File: src/rtl/result_sender.sv
// result_sender: reads the result matrix from result memory and sends it to the HPS as packed words over a 4-phase req/ack handshake
// clk, rst         : clock and synchronous active-high reset
// ready, overflow  : result-valid level and overflow flag from control_unit
// mem_addr         : result memory read address
// mem_rdata        : read data, one cycle after mem_addr
// hps_req, hps_ack : 4-phase handshake with the HPS
// hps_data         : packed word, PACK elements with element 0 in the low byte
// hps_last         : the current word holds the final element
// hps_ovf          : overflow flag latched when the transfer starts
// busy, done       : transfer in progress / full matrix delivered
module result_sender #(
    parameter int DATA_W  = 8,
    parameter int N_ELEMS = 25,
    parameter int ADDR_W  = 5,
    parameter int PACK    = 4
) (
    input  logic                     clk,
    input  logic                     rst,
    input  logic                     ready,
    input  logic                     overflow,
    output logic [ADDR_W-1:0]        mem_addr,
    input  logic [DATA_W-1:0]        mem_rdata,
    input  logic                     hps_req,
    output logic                     hps_ack,
    output logic [PACK*DATA_W-1:0]   hps_data,
    output logic                     hps_last,
    output logic                     hps_ovf,
    output logic                     busy,
    output logic                     done
);
    localparam int LW = (PACK > 1) ? $clog2(PACK) : 1;
    localparam logic [ADDR_W-1:0] LAST_E = ADDR_W'(N_ELEMS - 1);
    typedef enum logic [2:0] {IDLE, LOAD, OFFER, ACK, DONE} state_t;
    state_t state;
    logic iss_v, cap_v, word_last, iss_end, cap_end;
    logic [ADDR_W-1:0] cap_e;
    logic [LW-1:0] iss_lane, cap_lane;
    logic [PACK-1:0][DATA_W-1:0] pack_buf;
    // iss_* describes the address presented this cycle, cap_* the element whose data is on mem_rdata now
    always_comb begin
        iss_lane = LW'(mem_addr % ADDR_W'(PACK));
        cap_lane = LW'(cap_e % ADDR_W'(PACK));
        iss_end  = iss_lane == LW'(PACK - 1) || mem_addr == LAST_E;
        cap_end  = cap_lane == LW'(PACK - 1) || cap_e == LAST_E;
    end
    always_ff @(posedge clk) begin
        if (rst) begin
            state     <= IDLE;
            mem_addr  <= '0;
            hps_ack   <= 1'b0;
            hps_data  <= '0;
            hps_last  <= 1'b0;
            hps_ovf   <= 1'b0;
            busy      <= 1'b0;
            done      <= 1'b0;
            iss_v     <= 1'b0;
            cap_v     <= 1'b0;
            cap_e     <= '0;
            word_last <= 1'b0;
            pack_buf  <= '0;
        end else begin
            case (state)
                IDLE: if (ready) begin
                    hps_ovf  <= overflow;
                    mem_addr <= '0;
                    iss_v    <= 1'b1;
                    cap_v    <= 1'b0;
                    pack_buf <= '0;
                    busy     <= 1'b1;
                    state    <= LOAD;
                end
                LOAD: begin
                    cap_v <= iss_v;
                    cap_e <= mem_addr;
                    // mem_addr parks on the word's final element so it never runs past N_ELEMS-1
                    if (iss_v) begin
                        if (iss_end) iss_v <= 1'b0;
                        else mem_addr <= mem_addr + 1'b1;
                    end
                    if (cap_v) begin
                        pack_buf[cap_lane] <= mem_rdata;
                        if (cap_end) begin
                            word_last <= cap_e == LAST_E;
                            cap_v     <= 1'b0;
                            state     <= OFFER;
                        end
                    end
                end
                OFFER: if (hps_req) begin
                    hps_data <= pack_buf;
                    hps_last <= word_last;
                    hps_ack  <= 1'b1;
                    state    <= ACK;
                end
                ACK: if (!hps_req) begin
                    hps_ack <= 1'b0;
                    if (word_last) begin
                        hps_last <= 1'b0;
                        busy     <= 1'b0;
                        done     <= 1'b1;
                        state    <= DONE;
                    end else begin
                        pack_buf <= '0;
                        mem_addr <= mem_addr + 1'b1;
                        iss_v    <= 1'b1;
                        state    <= LOAD;
                    end
                end
                // holding here until ready drops keeps one result from being sent twice
                DONE: if (!ready) begin
                    done  <= 1'b0;
                    state <= IDLE;
                end
                default: state <= IDLE;
            endcase
        end
    end
endmodule
File: config.mk
export PLATFORM = sky130hd
export DESIGN_NAME = result_sender
export DESIGN_NICKNAME = d
export VERILOG_FILES = /design/src/rtl/result_sender.sv
export SDC_FILE = /design/constraint.sdc
export NUM_CORES = 1
export LEC_CHECK = 0
export BUFFER_PORTS_ARGS = -buffer_cell sky130_fd_sc_hd__buf_2
export CAP_MARGIN = 20
export CORE_UTILIZATION = 47
export DETAILED_ROUTE_END_ITERATION = 6
export GPL_TIMING_DRIVEN = 0
export PLACE_DENSITY_LB_ADDON = 0.3
export RECOVER_POWER = 50
export SLEW_MARGIN = 25
export SYNTH_ARGS = -nofsm -noshare
export SYNTH_HDL_FRONTEND = slang
export SYNTH_SLANG_ARGS = --single-unit
export TNS_END_PERCENT = 10
File: constraint.sdc
create_clock -name clk -period 2.3 [get_ports clk]
set_input_delay 0.46 -clock clk [delete_from_list [all_inputs] [get_ports clk]]
set_output_delay 0.46 -clock clk [all_outputs]
set_load 0.02 [all_outputs]
==> out/metrics.cfg <==
[drt]
drt_iter0_markers = 151
wl_per_cell_um = 14.5
via_per_inst = 5.43
drt_pass1_iterations = 5
drc = 0
ant_nets = 0
wl_um = 8010
routed-via-count = 2991

[global_route]
grt_overflow = 0
track_usage_pct = 22.5
first_global_vias = 2728
grt_max_degree = 16
grt_pass1_wl_um = 12800
antenna_found_initial = 0

[critical_path]
crit_fanout = 8
crit_type = reg2reg
cp.arrival_ns = 2.38
crit_required_ns = 2.60
rr_worst_depth = 5
cp-end-kind = register
crit_path_start_kind = register

[floorplan]
core_um2 = 6790
io_pins = 55
initial_utilization_pct = 48.6
die_w_um = 85.8
die_h_um = 85.8
row_count = 30
die_area_um2 = 7370

[clock_tree]
insertion_delay_ns = 0.36
clk_pin_slew_ns = 0.09
cts_buffers = 9
clk_path_buf_depth = 2
cts_hold_buf = 0
htree_levels = 3
clockRootBuffer = clkbuf_8
clkSinkCount = 85
cts_setup_buffers = 0
cts_tree = yes
post_cts_resized = 0

[yosys]
synth.distinct_cells = 41
synth-edff-count = 0
syn-num-nets = 401
synth_flop_cell = dfxtp_1
ys_seq_area_share_pct = 51.5
syn_avg_cell_area_um2 = 8.56
synth_warnings = 0
synth_area_um2 = 3300
synthCells = 386
ys_ff_latch = 85
synthArstFlopShare_pct = 0

[finish]
drive_gt1_share_pct = 8.13
antenna_cells = 0
final_util_pct = 56.5
design_area_um2 = 3840
layout.nets = 465
areaGrowthSynthToFinish_pct = 16.2

[run_status]
status = finished, final reports clean

[sta]
slew_headroom_pct = 47.6
rsz0062_at_grt = false
finalCriticalPeriod_ns = 2.08
fmax_ghz = 0.480
finalHoldViolations = 0
tightest_slew_ns = 0.787
hold_slack_ns = 0.333
period_share_pct = 90.5
final_max_slew_viol_count = 0
skew_ns = 0.00969
final-setup-viol-count = 0
setup_tns_ns = 0

[run]
maxCapViolations = 0

[place]
dp_hpwl_um = 5640
port_buffers = 53
globalplace.congestion = 0.802
placed_cell_area_um2 = 3690

[power_and_ir_drop]
power_density_nw_per_um2 = 728
cellLeakagePower_uw = 0.00126
ir_drop_uv = 326

[hold_path]
min_path_type = in2reg
hold_depth = 3

layout by cell type (no fill, tap or decap), types with 2 or more instances in the layout:
| cell | count |
|---|---|
| nor4b_4 | 2 |
| nand2_1 | 81 |
| nand4_1 | 3 |
| a31oi_1 | 2 |
| mux2i_1 | 2 |
| nor2b_1 | 4 |
| o221ai_1 | 4 |
| inv_1 | 6 |
| clkbuf_8 | 10 |
| inv_6 | 2 |
| a21oi_1 | 47 |
| buf_2 | 12 |
| nor3_1 | 5 |
| or2_2 | 2 |
| nand3_1 | 6 |
| o31ai_1 | 2 |
| and3b_1 | 2 |
| dfxtp_1 | 85 |
| o21a_1 | 2 |
| nor3_2 | 2 |
| clkbuf_1 | 64 |
| nor3b_1 | 5 |
| a22oi_1 | 33 |
| nand2b_1 | 3 |
| o21ai_0 | 8 |
| ha_1 | 2 |
| nor2_1 | 39 |
critical path, cell delays in order, from the launching register on:
cell and delay, ns:
dfxtp_1 0.44, or3b_1 0.39, clkbuf_1 0.19, o221ai_1 0.67
a22oi_1 0.22, nor2_1 0.13
sequential cells by signal, indices dropped and copies added, names as in the netlist:
name and cells:
hps_data 32, pack_buf 32, cap_e 5, mem_addr 5, state 3, busy 1, cap_v 1, done 1
hps_ack 1, hps_last 1, hps_ovf 1, iss_v 1, word_last 1
worst paths after layout:
| path | startpoint | to | slack [ns] |
|---|---|---|---|
| worst max-delay path | state[0]$_SDFFE_PP0P_ | pack_buf[16]$_SDFFE_PP0P_ | 0.22 |
| worst min-delay path | overflow | hps_ovf$_SDFFE_PP0P_ | 0.33 |
| worst max register to register | state[0]$_SDFFE_PP0P_ | pack_buf[16]$_SDFFE_PP0P_ | 0.22 |
| worst min register to register | hps_data[5]$_SDFFE_PP0P_ | hps_data[5]$_SDFFE_PP0P_ | 0.45 |
cells by family after synthesis:
| family | Yosys count | synth area share (%) |
|---|---|---|
| flops | 85 | 51.5 |
| buf+inv | 30 | 3.75 |
| mux | 2 | 0.606 |
| simple gates | 162 | 23.3 |
| compound gates | 105 | 20.0 |
| fa+ha+maj | 2 | 0.757 |
final cells by class:
cell class	count	area, µm²
fillers	661	2950
flip-flops and latches	85	1700
multi-input cells	271	1480
repair buffers	53	213
clock buffers	10	138
well taps	96	120
plain buffers	24	98.8
clock inverters	6	68.8
inverters	6	22.5
power breakdown:
group / switching (µW) / internal, µW / total (µW)
clock: 557 / 539 / 1100
combinational: 148 / 54.6 / 203
sequential: 12.2 / 1480 / 1490
total: 718 / 2080 / 2790
synth_stat cells, types with 3 or more instances:
library cell  number  share of area (%)
o21ai_0            8                1.2
nand4_1            3               0.57
nor3b_1            5                1.1
inv_1              6               0.68
clkbuf_1          20                2.3
a22oi_1           33                7.5
nand2_1           81                9.2
nand3_1            6               0.91
nand2b_1           3               0.57
a21oi_1           47                7.1
nor3_1             5               0.76
buf_2              3               0.45
nor2b_1            4               0.76
nor2_1            39                4.4
o221ai_1           4                1.1
dfxtp_1           85                 52
stage by stage:
step	setup slack (ns)	power, µW	cells
floorplan	0.505	1660	386
global placement	0.166	1730	535
detailed placement	0.0957	1730	535
CTS	0.281	2800	551
global route	0.0687	2890	551
finish	0.218	2790	551
per-layer routing:
layer | part of all wire [%] | routed length [µm] | up-vias | global-route usage (%)
met3 | 4.1 | 331 | 18 | 3.08
met1 | 46 | 3650 | 1414 | 29.0
li1 | - | - | 1477 | -
met5 | 0 | 0 | - | 0
met2 | 48 | 3860 | 82 | 37.5
met4 | 2.1 | 169 | 0 | 10.6
No activity file was read; power rests on OpenSTA's default activity.
